==> src/rtl/cl_rodada_param.sv <==
// -----------------------------------------------------------------------------
// cl_rodada_param -- turn-based "hit the target" game controller.
//
// Each move a pseudo-random board position (row, column) is generated from a
// free-running 16-bit LFSR. The player whose turn it is has T_LIMITE cycles to
// present a move. A move equal to the target scores one point (saturating).
// Players rotate; after N_RODADAS complete rounds the game ends in FIM.
//
// Ports:
//   clock         single clock, rising edge
//   reset         synchronous reset, active low
//   iniciar       start a game (from INICIAL or FIM)
//   terminar      abort the running game (forces FIM)
//   jogadaLinha   played row
//   jogadaColuna  played column
//   temJogada     move-valid strobe, only honoured while waiting for a move
//   linhaGerada   current target row (registered)
//   colunaGerada  current target column (registered)
//   salvaNova     one-cycle pulse: a new target has just been loaded
//   jogadorAtual  index of the player to move
//   pontos        packed scores, player k at [k*BITS_PONTOS +: BITS_PONTOS]
//   rodada        number of completed rounds
//   acertou       one-cycle pulse: the evaluated move hit the target
//   timeout       one-cycle pulse: the move window expired
//   fim           high while the game is over
//   db_estado     current state code
// -----------------------------------------------------------------------------
module cl_rodada_param #(
    parameter int N_JOGADORES = 2,
    parameter int BITS_POS    = 3,
    parameter int N_RODADAS   = 8,
    parameter int T_LIMITE    = 50000000,
    parameter int BITS_PONTOS = 8,
    localparam int W_JOG      = (N_JOGADORES > 1) ? $clog2(N_JOGADORES) : 1,
    localparam int W_ROD      = $clog2(N_RODADAS + 1)
) (
    input  logic                               clock,
    input  logic                               reset,
    input  logic                               iniciar,
    input  logic                               terminar,
    input  logic [BITS_POS-1:0]                jogadaLinha,
    input  logic [BITS_POS-1:0]                jogadaColuna,
    input  logic                               temJogada,
    output logic [BITS_POS-1:0]                linhaGerada,
    output logic [BITS_POS-1:0]                colunaGerada,
    output logic                               salvaNova,
    output logic [W_JOG-1:0]                   jogadorAtual,
    output logic [N_JOGADORES*BITS_PONTOS-1:0] pontos,
    output logic [W_ROD-1:0]                   rodada,
    output logic                               acertou,
    output logic                               timeout,
    output logic                               fim,
    output logic [3:0]                         db_estado
);

    localparam int W_TMR = (T_LIMITE > 1) ? $clog2(T_LIMITE) : 1;

    localparam logic [W_TMR-1:0]       TMR_CARGA  = W_TMR'(T_LIMITE - 1);
    localparam logic [W_JOG-1:0]       ULTIMO_JOG = W_JOG'(N_JOGADORES - 1);
    localparam logic [W_ROD-1:0]       ROD_FINAL  = W_ROD'(N_RODADAS);
    localparam logic [BITS_PONTOS-1:0] PONTOS_MAX = '1;
    localparam logic [15:0]            SEMENTE    = 16'hACE1;

    typedef enum logic [2:0] {
        INICIAL = 3'd0,
        PREPARA = 3'd1,
        GERA    = 3'd2,
        ESPERA  = 3'd3,
        AVALIA  = 3'd4,
        PROXIMO = 3'd5,
        FIM     = 3'd6
    } estado_t;

    estado_t                          r_estado;
    estado_t                          w_prox;

    logic [15:0]                      r_lfsr;
    logic                             w_lfsr_fb;

    logic [BITS_POS-1:0]              r_linha;
    logic [BITS_POS-1:0]              r_coluna;
    logic [BITS_POS-1:0]              r_mov_linha;
    logic [BITS_POS-1:0]              r_mov_coluna;
    logic [BITS_POS-1:0]              w_linha_nova;
    logic [BITS_POS-1:0]              w_coluna_lfsr;
    logic [BITS_POS-1:0]              w_coluna_nova;

    logic [W_TMR-1:0]                 r_timer;
    logic [W_JOG-1:0]                 r_jogador;
    logic [W_ROD-1:0]                 r_rodada;
    logic [W_ROD-1:0]                 w_rodada_inc;
    logic [N_JOGADORES*BITS_PONTOS-1:0] r_pontos;
    logic [BITS_PONTOS-1:0]           w_pontos_jog;

    logic                             r_salva;
    logic                             r_timeout;
    logic                             w_acerto;
    logic                             w_ultimo;
    logic                             w_aborta;

    // Fibonacci LFSR, taps 16,14,13,11 (bits 15,13,12,10), shifting left.
    assign w_lfsr_fb     = r_lfsr[15] ^ r_lfsr[13] ^ r_lfsr[12] ^ r_lfsr[10];

    // Candidate target; a repeat of the current target bumps the column so
    // two consecutive targets never coincide.
    assign w_linha_nova  = r_lfsr[BITS_POS-1:0];
    assign w_coluna_lfsr = r_lfsr[2*BITS_POS-1:BITS_POS];
    assign w_coluna_nova = (w_linha_nova == r_linha && w_coluna_lfsr == r_coluna)
                           ? w_coluna_lfsr + 1'b1 : w_coluna_lfsr;

    assign w_acerto      = (r_mov_linha == r_linha) && (r_mov_coluna == r_coluna);
    assign w_ultimo      = (r_jogador == ULTIMO_JOG);
    assign w_rodada_inc  = r_rodada + 1'b1;
    assign w_pontos_jog  = r_pontos[r_jogador*BITS_PONTOS +: BITS_PONTOS];

    // An abort discards whatever the current step would have committed.
    assign w_aborta      = terminar && (r_estado != INICIAL) && (r_estado != FIM);

    // NOTE: every next-state output gets its default first, so no path through
    // the case statement can leave it unassigned and infer a latch.
    always_comb begin
        w_prox = r_estado;
        case (r_estado)
            INICIAL: if (iniciar) w_prox = PREPARA;
            PREPARA: w_prox = GERA;
            GERA:    w_prox = ESPERA;
            ESPERA: begin
                // A move in the same cycle the window closes still counts.
                if (temJogada)           w_prox = AVALIA;
                else if (r_timer == '0)  w_prox = PROXIMO;
            end
            AVALIA:  w_prox = PROXIMO;
            PROXIMO: begin
                if (w_ultimo && w_rodada_inc == ROD_FINAL) w_prox = FIM;
                else                                       w_prox = GERA;
            end
            FIM:     if (iniciar) w_prox = PREPARA;
            default: w_prox = INICIAL;
        endcase
        if (w_aborta) w_prox = FIM;
    end

    // NOTE: state is updated with non-blocking assignments so every register
    // samples the pre-edge values, independent of statement order.
    always_ff @(posedge clock) begin
        if (!reset) r_estado <= INICIAL;
        else        r_estado <= w_prox;
    end

    always_ff @(posedge clock) begin
        if (!reset) begin
            r_lfsr       <= SEMENTE;
            r_linha      <= '0;
            r_coluna     <= '0;
            r_mov_linha  <= '0;
            r_mov_coluna <= '0;
            r_timer      <= '0;
            r_jogador    <= '0;
            r_rodada     <= '0;
            r_pontos     <= '0;
            r_salva      <= 1'b0;
            r_timeout    <= 1'b0;
        end else begin
            r_lfsr    <= {r_lfsr[14:0], w_lfsr_fb};
            r_salva   <= 1'b0;
            r_timeout <= 1'b0;
            if (!w_aborta) begin
                case (r_estado)
                    PREPARA: begin
                        r_pontos  <= '0;
                        r_rodada  <= '0;
                        r_jogador <= '0;
                        r_timer   <= '0;
                    end
                    GERA: begin
                        r_linha  <= w_linha_nova;
                        r_coluna <= w_coluna_nova;
                        r_timer  <= TMR_CARGA;
                        r_salva  <= 1'b1;
                    end
                    ESPERA: begin
                        if (temJogada) begin
                            r_mov_linha  <= jogadaLinha;
                            r_mov_coluna <= jogadaColuna;
                        end else if (r_timer == '0) begin
                            r_timeout <= 1'b1;
                        end else begin
                            r_timer <= r_timer - 1'b1;
                        end
                    end
                    AVALIA: begin
                        if (w_acerto && w_pontos_jog != PONTOS_MAX)
                            r_pontos[r_jogador*BITS_PONTOS +: BITS_PONTOS] <= w_pontos_jog + 1'b1;
                    end
                    PROXIMO: begin
                        if (w_ultimo) begin
                            r_jogador <= '0;
                            r_rodada  <= w_rodada_inc;
                        end else begin
                            r_jogador <= r_jogador + 1'b1;
                        end
                    end
                    default: ;
                endcase
            end
        end
    end

    assign linhaGerada  = r_linha;
    assign colunaGerada = r_coluna;
    assign salvaNova    = r_salva;
    assign jogadorAtual = r_jogador;
    assign pontos       = r_pontos;
    assign rodada       = r_rodada;
    assign acertou      = (r_estado == AVALIA) && w_acerto;
    assign timeout      = r_timeout;
    assign fim          = (r_estado == FIM);
    assign db_estado    = {1'b0, r_estado};

endmodule

==> config.mk <==
export PLATFORM = sky130hd
export DESIGN_NAME = cl_rodada_param
export DESIGN_NICKNAME = d
export VERILOG_FILES = /design/src/rtl/cl_rodada_param.sv
export SDC_FILE = /design/constraint.sdc
export NUM_CORES = 1
export LEC_CHECK = 0
export CORE_ASPECT_RATIO = 1.4
export CORE_MARGIN = 5
export CORE_UTILIZATION = 45
export DETAILED_ROUTE_END_ITERATION = 10
export GPL_ROUTABILITY_DRIVEN = 0
export HOLD_SLACK_MARGIN = 0.05
export PLACE_DENSITY = 0.71
export SLEW_MARGIN = 20
export SYNTH_ARGS = -nofsm -noshare
export SYNTH_HDL_FRONTEND = slang
export SYNTH_SLANG_ARGS = --single-unit
==> constraint.sdc <==
create_clock -name clock -period 3.3 [get_ports clock]
set_input_delay 0.66 -clock clock [delete_from_list [all_inputs] [get_ports clock]]
set_output_delay 0.66 -clock clock [all_outputs]
set_load 0.01 [all_outputs]
### After elaboration in Yosys (flattened, before gate mapping)

Index checks and enable logic that the tools add are counted.

* register bits after elaboration: 80
* input bits: 11
* output and inout bits: 35

* shifts and indexed selects: 3
* add/subtract/negate cells: 6
* mux-type cells: 19
* bitwise logic cells: 6
* reductions and logical operators: 24
* equal/unequal tests: 21

Operators with widths (count)
* 26-bit case mux with 3 select lines: 1
* 26-bit 2-to-1 mux: 2
* 4-bit negator with 34-bit output: 1
* 8-bit by 34-bit variable shift with 16-bit output, first input constant: 1
* 8-bit by 34-bit indexed part select with 16-bit output: 1
* 16-bit case mux with 2 select lines: 1
* 26-bit logical NOT: 1
* 26-bit by 1-bit subtractor with 26-bit output, second input constant: 1
* 3-bit 2-to-1 mux: 6
* 3-bit case mux with 6 select lines: 1
* 16-bit bitwise mux: 1
* 16-bit 2-to-1 mux: 1
* 16-bit by 5-bit indexed part select with 8-bit output: 1
* 3-bit == test: 4
* 3-bit == test, second input constant: 3
* 3-bit AND reduction: 3
* 8-bit by 1-bit adder with 8-bit output, second input constant: 1
* 2-bit != test, second input constant: 4
* 8-bit != test, second input constant: 1
* 4-bit case mux with 2 select lines: 1
* 2-bit AND reduction: 4
* 1-bit logical AND: 7
* 3-bit by 2-bit == test with 1-bit output, second input constant: 2
* 3-bit != test, second input constant: 2
* 19 further kinds: 28

### Longest topological paths before layout

Gate-level depths: netlist of the first run.

* depth in word-level cells: 6
* gate-level depth with buffers: 9
* gate-level depth less buffers: 8

### Least setup slack after synthesis of the first run

OpenSTA, ideal clock, no wires.

* path kind: register to register
* start: register r_jogador (netlist: jogadorAtual)
* end: register r_pontos[0] (netlist: pontos[0])
* cell stages (with the launch flop): 9
* arrival: 2702 ps
* setup slack: 510 ps
* clock period less this slack: 2790 ps
* required time: 3212 ps
* buffers on the path: 3
* path through: dfxtp_1 > clkbuf_1 > clkbuf_1 > buf_1 > mux2_2 > ha_1 > a311oi_1 > nand4b_1 > o31ai_1

* longest elaborated chain between the ends: 6
* elaborated cells on any way between the ends: 12

RTL lines
* start: declaration: RTL line 89 `logic [W_JOG-1:0] r_jogador;`
* start signal: assignment: RTL line 200 `r_jogador <= r_jogador + 1'b1;`
* 16-bit by 5-bit indexed part select with 8-bit output: RTL line 114 `assign w_pontos_jog = r_pontos[r_jogador*BITS_PONTOS +: BITS_PONTOS];`
* 8-bit by 1-bit adder with 8-bit output: RTL line 193 `r_pontos[r_jogador*BITS_PONTOS +: BITS_PONTOS] <= w_pontos_jog + 1'b1;`
* 8-bit by 34-bit indexed part select with 16-bit output: RTL line 193
* 16-bit bitwise mux: RTL line 193
* 16-bit 2-to-1 mux: RTL line 192 `if (w_acerto && w_pontos_jog != PONTOS_MAX)`
* 16-bit case mux with 2 select lines: RTL line 168 `case (r_estado)`
* end signal: indexed assignment: RTL line 193
* end: declaration: RTL line 92 `logic [N_JOGADORES*BITS_PONTOS-1:0] r_pontos;`

Several ways; a longest one is shown, not always the timed one. The select of a mux whose other input is x is not followed.
A chain may end at the register's enable or synchronous reset.

### Worst setup path after layout of the first run

* start: register r_estado[0]
* end: output fim

* longest elaborated chain between the ends: 1

RTL lines
* start: declaration: RTL line 74 `estado_t r_estado;`
* start signal: assignment: RTL line 147 `else r_estado <= w_prox;`
* 3-bit == test: RTL line 217 `assign fim = (r_estado == FIM);`
* end: declaration: RTL line 52 `output logic fim,`

No other way between the ends.

==> impl_metrics.ini, run 1 <==
[run_status]
status = complete, no violations

[critical_path]
slowest_delay_ns = 0.66
crit_slowest_cell = dfxtp_1
crit_arrival_ns = 2.22
path_cells = buf_4 > inv_1 > and3_1 > clkdlybuf4s50_1
worstSetupPathType = flop to output port
crit_buf_inv = 3
crit_family = buffers and inverters
r2r-start = r_timer[0]
worstPathRequired_ns = 2.64
crit_start = r_estado[0]
crit_fanout = 15
startpoint_type = flop
crit_path_end_kind = output port

[yosys]
seq_area_frac_synth = 0.397
async_reset_ff_frac = 0
synth-edff-count = 0
netlist_instances = 489
synth_seq_cells = 80
synthFlopType = dfxtp_1
yosys_warnings = 0
syn_area_um2 = 4030
synth_area_leaders = dfxtp_1, o21ai_0, xnor2_1
yosysTopAreaCell = dfxtp_1
avgSynthCellArea_um2 = 8.24
synth_top_area_share = 0.397
synth_cell_types = 52
synth_nets = 505

[cts]
numCtsBuffers = 9
cts_setup_buffers = 0
clk_latency_ns = 0.34
cts.path.max_buffers = 2
hold_buffers = 0
path_clk_slew_ns = 0.06
htree_levels = 3
cts-root-buf = clkbuf_16
tritoncts = yes
ctsResizeCount = 0
clock-sinks = 80

[min_path]
min_from = r_lfsr[6]
min_path_type = flop to flop

[global_route]
grt_pass1_wl_mm = 17.3
grt_pass1_vias = 3625
grt-ovfl-total = 0
grt_max_degree = 40
grt_usage = 0.190
antenna_found_initial = 0

[finish]
final_cell_mix = dfxtp_1, nand2_1, o21ai_0
seq_area_um2 = 1600
final_util = 0.549
final_common_cell = dfxtp_1
final_area_um2 = 4870
fillers = 825
multi_input_area_um2 = 2270
drive_gt1_frac = 0.0712
fin_nets = 545
antenna_cells = 0
area_delta_synth_final_pct = 20.9

[pwr]
p_seq_frac = 0.327
power_switching_mw = 1.60
intPower_mw = 2.37
p_per_area_nw_per_um2 = 813
p_comb_frac = 0.412
peakVddDrop_v = 0.000429
clkPwrFrac = 0.261
p_leak_nw = 1.79
switching_share = 0.403

[timing]
min_period_over_period = 0.872
worst_slew_pin_slew_ns = 0.676
skew_ns = 0.00418
fmax_ghz = 0.347
max_slew_margin = 0.547
setup_viol = 0
rsz0062_at_grt = false
setup_ws_ns = 0.421
tns_ns = 0
fin_crit_ns = 2.88
drv_slew = 0
hold_violations = 0

[die]
core_um2 = 8870
die_area_um2 = 11000
initial_core_util = 0.454
ioPinCount = 46
die-width_um = 90.0
die_y_um = 122
fp-row-count = 41

[place]
place_area_um2 = 4560
pre_cts_ws_ns = 0.479
numPortBuffers = 44
dpl.hpwl_mm = 7.19

[routing]
routedWlPerCell_um = 16.0
drt_iter0_drc = 179
drc = 0
vias = 3732
drt_pre_antenna_iters = 5
vias_per_cell = 5.82
drt_wl_total_mm = 10.3
ant_nets = 0

[run]
drv_cap = 0
-- stage by stage --
stage	power (mW)	cells	hold slack, ns
5_1_grt	4.22	641	0.428
6_report	3.96	641	0.410
4_1_cts	3.96	641	0.417
3_3_place_gp	2.88	625	0.392
3_5_place_dp	2.91	625	0.392
2_1_floorplan	2.45	489	0.386
-- registers in the layout, indices dropped and copies added, names as in the netlist, 3 cells and up --
signal,flops
pontos,16
r_estado,3
colunaGerada,3
linhaGerada,3
r_mov_linha,3
r_timer,26
r_mov_coluna,3
rodada,4
r_lfsr,16
-- layer usage --
layer	vias to the layer above	part of all wire	global-route usage
li1	1834	-	-
met1	1740	0.43	0.225
met2	139	0.50	0.339
met3	19	0.049	0.0303
met4	0	0.024	0.0801
met5	-	0	0
-- kinds of logic (layout without fill, tap and decap cells) --
logic type,Yosys count,count (layout),synth area share
AND/OR/NAND/NOR,199,199,0.254
AO/OA/AOI/OAI,123,123,0.186
flip-flops,80,80,0.397
buffers and inverters,34,79,0.0385
XOR/XNOR,29,29,0.0630
multiplexers,18,18,0.0453
adder cells (fa/ha/maj),5,5,0.0155
other,1,1,0.000930
-- worst reg2reg max path, cell delays in order (launching register included) --
cell and delay [ns]:
dfxtp_1 0.35, inv_1 0.07, ha_1 0.22, or3b_2 0.50, nor3b_1 0.39, a31oi_1 0.26, o21a_1 0.41, o21a_1 0.18
o221a_2 0.24
-- power groups by stage --
stage / Combinational, mW / Sequential [mW] / Clock (mW)
floorplan: 1.20 / 1.24 / 0
global placement: 1.58 / 1.30 / 0
detailed placement: 1.60 / 1.31 / 0
CTS: 1.61 / 1.29 / 1.06
global route: 1.80 / 1.32 / 1.10
finish: 1.63 / 1.30 / 1.04
-- area by class of cell --
class                           count  share of cell area
Tap cell                          107              0.0275
Inverter                            8             0.00616
Timing Repair Buffer               55               0.107
Multi-Input combinational cell    375               0.467
Clock buffer                       10              0.0490
Sequential cell                    80               0.329
Clock inverter                      6              0.0149
-- Yosys cell counts, types with 13 or more instances --
| library cell | count |
|---|---|
| a21oi_1 | 26 |
| nor3_1 | 17 |
| nand3_1 | 14 |
| clkbuf_1 | 20 |
| nand2b_1 | 13 |
| nor2_1 | 39 |
| xnor2_1 | 21 |
| dfxtp_1 | 80 |
| a31oi_1 | 15 |
| mux2i_1 | 16 |
| nand2_1 | 48 |
| o21ai_0 | 46 |
| and2_1 | 14 |
-- path summary, 6_finish.rpt --
| path | end | slack [ns] | depth (start not counted) |
|---|---|---|---|
| setup / recovery | fim | 0.42 | 4 |
| hold / removal | r_lfsr[7] | 0.41 | 1 |
| setup reg to reg | r_timer[22] | 0.56 | 8 |
| hold reg to reg | r_lfsr[7] | 0.41 | 1 |
No activity file was read; power rests on OpenSTA's default activity.
==> run 2: changes to the inputs <==
--- a/config.mk
+++ b/config.mk
@@ -5,13 +5,12 @@
 export SDC_FILE = /design/constraint.sdc
 export NUM_CORES = 1
 export LEC_CHECK = 0
-export CORE_ASPECT_RATIO = 1.4
 export CORE_MARGIN = 5
 export CORE_UTILIZATION = 45
 export DETAILED_ROUTE_END_ITERATION = 10
 export GPL_ROUTABILITY_DRIVEN = 0
 export HOLD_SLACK_MARGIN = 0.05
-export PLACE_DENSITY = 0.71
+export PLACE_DENSITY = 0.7
 export SLEW_MARGIN = 20
 export SYNTH_ARGS = -nofsm -noshare
 export SYNTH_HDL_FRONTEND = slang
==> constraint.sdc (replaced) <==
create_clock -name clock -period 2.8 [get_ports clock]
set_input_delay 0.56 -clock clock [delete_from_list [all_inputs] [get_ports clock]]
set_output_delay 0.56 -clock clock [all_outputs]
set_load 0.01 [all_outputs]
==> run 2 against run 1 <==
Compared with the run above: clock skew increased by 0.0084 ns; clock power fell by 4%; final area is 0.51% lower; routed wire length increased by 0.59%; sequential share of layout area rose by 0.17 points; non-clock buffer count is 7 higher; worst setup slack got worse by 0.20 ns; critical endpoint is now r_timer[22]; power rose by 13%; cell count is 1.2% higher; largest cell class unchanged; critical path depth up 4.
==> impl_metrics.ini, run 2 (synthesized netlist as in run 1, its figures left out) <==
[run_status]
status = complete, no violations

[cts]
htree_levels = 3
hold_buffers = 0
tritoncts = yes
cts-root-buf = clkbuf_8
clk_latency_ns = 0.36
numCtsBuffers = 9
ctsResizeCount = 0
path_clk_slew_ns = 0.09
cts.path.max_buffers = 2
cts_setup_buffers = 0
clock-sinks = 80

[die]
initial_core_util = 0.462
die-width_um = 105
die_area_um2 = 11000
ioPinCount = 46
die_y_um = 105
fp-row-count = 34
core_um2 = 8720

[place]
pre_cts_ws_ns = 0.285
dpl.hpwl_mm = 7.50
place_area_um2 = 4620
numPortBuffers = 44

[critical_path]
crit_arrival_ns = 2.84
path_cells = inv_1 > ha_1 > or3b_2 > nor3b_1 > a31oi_1 > o21a_1 > o21a_1 > o221a_2
startpoint_type = flop
worstPathRequired_ns = 3.07
crit_fanout = 10
crit_path_end_kind = flop
crit_family = compound AO/OA/AOI/OAI gates
crit_top_cell = o21a_1
worstSetupPathType = flop to flop
crit_buf_inv = 1
crit_slowest_cell = or3b_2
slowest_delay_ns = 0.51

[timing]
rsz0062_at_grt = false
setup_ws_ns = 0.226
tns_ns = 0
fin_crit_ns = 2.57
setup_viol = 0
holdWs_ns = 0.422
hold_violations = 0
skew_ns = 0.0125
min_period_over_period = 0.919
worst_slew_pin_slew_ns = 0.679
fmax_ghz = 0.388
max_slew_margin = 0.544
drv_slew = 0

[routing]
routedWlPerCell_um = 15.9
drc = 0
drt_wl_total_mm = 10.3
drt_iter0_drc = 302
vias = 3768
vias_per_cell = 5.81
ant_nets = 0
drt_pre_antenna_iters = 5

[finish]
fillers = 778
area_delta_synth_final_pct = 20.3
regMostFlops = r_timer
largest_reg_flops = 26
final_util = 0.556
final_cell_mix = dfxtp_1, nand2_1, o21ai_0
antenna_cells = 0
final_area_um2 = 4850
final_common_cell = dfxtp_1
fin_nets = 552
drive_gt1_frac = 0.0832

[global_route]
grt_usage = 0.188
grt-ovfl-total = 0
antenna_found_initial = 0
grt_pass1_wl_mm = 17.3
grt_max_degree = 25
grt_pass1_vias = 3500

[min_path]
min_path_type = flop to flop

[run]
drv_cap = 0

[pwr]
p_per_area_nw_per_um2 = 927
peakVddDrop_v = 0.000400
p_leak_nw = 1.79
## run 2: cell types whose count changed in the layout (fill, tap and decap cells not counted), sizes merged
| cell | previous run | this run |
|---|---|---|
| buf | 11 | 18 |
| bufinv | 1 | 2 |
| clkbuf | 10 | 9 |
| clkinvlp | 1 | 0 |
| inv | 11 | 12 |
## run 2: final cells by class
cell class | instances | area [um^2] | share of cell area
multi-input combinational | 375 | 2270 | 0.469
sequential | 80 | 1600 | 0.330
timing repair buffer | 62 | 576 | 0.119
tap | 108 | 135 | 0.0279
clock buffer | 9 | 124 | 0.0255
clock inverter | 7 | 109 | 0.0224
inverter | 8 | 30.0 | 0.00619
## run 2: final timing paths
check | from | slack (ns) | cells past startpoint | endpoint
worst max-delay path | r_timer[0] | 0.23 | 8 | r_timer[22]
worst min-delay path | r_lfsr[6] | 0.42 | 1 | r_lfsr[7]
worst max register to register | r_timer[0] | 0.23 | 8 | r_timer[22]
worst min register to register | r_lfsr[6] | 0.42 | 1 | r_lfsr[7]
## run 2: metrics by stage
stage	total power [mW]	std cells
2_1_floorplan	2.88	489
3_3_place_gp	3.42	633
3_5_place_dp	3.48	633
4_1_cts	4.48	649
5_1_grt	4.79	649
6_report	4.49	649
## run 2: layer usage
metal	global-route usage	up-vias	wire [um]
li1	-	1848	-
met1	0.257	1786	4730
met2	0.297	119	4860
met3	0.0302	15	570
met4	0.0749	0	187
met5	0	-	0
## run 2: report_power, final
part | internal [mW] | total, mW | switching, mW
registers | 1.29 | 1.50 | 0.208
clock network | 0.524 | 1.00 | 0.481
logic | 0.800 | 1.99 | 1.19
## run 2: worst reg2reg max path, delay by kind of cell, from the launching register on
family	cells	cell delay, ns
compound gates	4	1.03
simple gates	2	0.82
flops	1	0.35
fa+ha+maj	1	0.21
buf+inv	1	0.07
==> run 3: changes to the inputs <==
--- a/config.mk
+++ b/config.mk
@@ -5,12 +5,15 @@
 export SDC_FILE = /design/constraint.sdc
 export NUM_CORES = 1
 export LEC_CHECK = 0
+export CELL_PAD_IN_SITES_DETAIL_PLACEMENT = 0
+export CELL_PAD_IN_SITES_GLOBAL_PLACEMENT = 1
 export CORE_MARGIN = 5
-export CORE_UTILIZATION = 45
+export CORE_UTILIZATION = 42
+export CTS_CLUSTER_DIAMETER = 150
 export DETAILED_ROUTE_END_ITERATION = 10
 export GPL_ROUTABILITY_DRIVEN = 0
 export HOLD_SLACK_MARGIN = 0.05
-export PLACE_DENSITY = 0.7
+export PLACE_DENSITY = 0.84
 export SLEW_MARGIN = 20
 export SYNTH_ARGS = -nofsm -noshare
 export SYNTH_HDL_FRONTEND = slang
==> run 3 against run 2 <==
Compared with the run above: final area rose by 0.85%; register-to-register slack improved by 0.02 ns; critical path type unchanged; combinational power barely moved; fmax increased by 0.77%; largest cell class unchanged; sequential power about the same; sequential cell count is the same; count of clock-buffer cells in the layout is the same; global-route usage is 0.12 points lower.
==> impl_metrics.ini, run 3 (synthesized netlist as in run 1, its figures left out) <==
[critical_path]
worstSetupPathType = flop to flop
worstPathRequired_ns = 3.05
crit_buf_inv = 1
path_cells = inv_1 > ha_1 > or3b_2 > nor3b_1 > a31oi_1 > o21a_1 > o21a_1 > o221a_2
crit_arrival_ns = 2.81
crit_fanout = 10
startpoint_type = flop
r2r-start = r_timer[0]
crit_top_cell = o21a_1
rrSetupSlack_ns = 0.25
crit_path_end_kind = flop
crit_family = compound AO/OA/AOI/OAI gates
r2r-end = r_timer[22]
slowest_delay_ns = 0.51
cp.depth = 8
crit_slowest_cell = or3b_2
rr_worst_depth = 8

[finish]
fin_nets = 554
final_cell_mix = dfxtp_1, nand2_1, o21ai_0
antenna_cells = 0
area_delta_synth_final_pct = 21.3
regMostFlops = r_timer
largest_reg_flops = 26
final_common_cell = dfxtp_1
drive_gt1_frac = 0.0866

[cts]
ctsResizeCount = 0
clk_latency_ns = 0.36
htree_levels = 3
numCtsBuffers = 9
path_clk_slew_ns = 0.09
cts.path.max_buffers = 2
tritoncts = yes
cts-root-buf = clkbuf_8
clock-sinks = 80
cts_setup_buffers = 0
hold_buffers = 0

[run]
drv_cap = 0

[timing]
setup_ws_ns = 0.245
tns_ns = 0
drv_slew = 0
max_slew_margin = 0.495
fmax_ghz = 0.391
setup_viol = 0
min_period_over_period = 0.912
worst_slew_pin_slew_ns = 0.753
hold_violations = 0
rsz0062_at_grt = false
skew_ns = 0.00720
fin_crit_ns = 2.55

[place]
dpl.hpwl_mm = 7.39
pre_cts_ws_ns = 0.250
numPortBuffers = 44

[pwr]
power_switching_mw = 1.87
intPower_mw = 2.64
switching_share = 0.415
peakVddDrop_v = 0.000517
p_comb_frac = 0.446
clkPwrFrac = 0.222
p_leak_nw = 1.80
p_per_area_nw_per_um2 = 922
p_seq_frac = 0.331

[routing]
drt_pre_antenna_iters = 5
wl_met1_mm = 5.00
highest_layer = met4
drt_iter0_drc = 360
ant_nets = 0
vias = 3747
drc = 0
wl_met2_mm = 4.73
vias_per_cell = 5.58
drt_wl_total_mm = 10.5
route.met3.wl_um = 611
routedWlPerCell_um = 15.6

[min_path]
min_path_type = flop to flop
hold_end = r_lfsr[15]
hold_path_depth = 1
min_from = r_lfsr[14]

[die]
fp-row-count = 35
die_area_um2 = 11700
ioPinCount = 46
core_um2 = 9280
die_y_um = 108
die-width_um = 108
initial_core_util = 0.434

[global_route]
antenna_found_initial = 0
grt_pass1_wl_mm = 17.5
grt_pass1_vias = 3504
grt_max_degree = 28
grt_usage = 0.187
grt-ovfl-total = 0

[run_status]
status = complete, no violations
run 3: cell count changes in the layout (fill, tap and decap cells not counted):
cell / delta
buf_4: +2
inv_6: -1
clkinv_4: +1
run 3: layout make-up:
type | count | area [um^2]
Clock buffer | 9 | 124
Clock inverter | 7 | 109
Fill cell | 883 | 4390
Inverter | 8 | 30.0
Multi-Input combinational cell | 375 | 2270
Sequential cell | 80 | 1600
Tap cell | 129 | 161
Timing Repair Buffer | 64 | 591
run 3: power groups by stage:
stage	combinational, mW	sequential, mW	clock [mW]
after global placement	1.96	1.51	0
final	2.01	1.49	1.00
after global routing	2.24	1.52	1.07
after detailed placement	1.99	1.51	0
after CTS	2.00	1.49	1.02
after floorplan	1.42	1.46	0
run 3: metrics by stage:
step,area [um^2],hold slack (ns),std cells,utilization,power (mW)
finish,4890,0.421,672,0.527,4.51
global route,4890,0.451,672,0.527,4.84
CTS,4890,0.425,672,0.527,4.51
detailed placement,4660,0.403,656,0.502,3.50
global placement,4660,0.389,656,0.502,3.47
floorplan,4030,0.386,489,-,2.88
run 3: worst max-delay path by stage:
stage                     from          end  slack (ns)
6_report            r_timer[0]  r_timer[22]        0.25
5_1_grt             r_timer[0]  r_timer[22]        0.07
4_1_cts        colunaGerada[2]      acertou        0.22
3_5_place_dp        r_timer[0]  r_timer[22]        0.25
3_3_place_gp        r_timer[0]  r_timer[22]        0.34
2_1_floorplan     jogadorAtual    pontos[0]        0.01
run 3: metal layers:
| metal | global-route usage | up-vias |
|---|---|---|
| li1 | - | 1847 |
| met5 | 0 | - |
| met2 | 0.286 | 116 |
| met1 | 0.259 | 1770 |
| met4 | 0.0631 | 0 |
| met3 | 0.0406 | 14 |
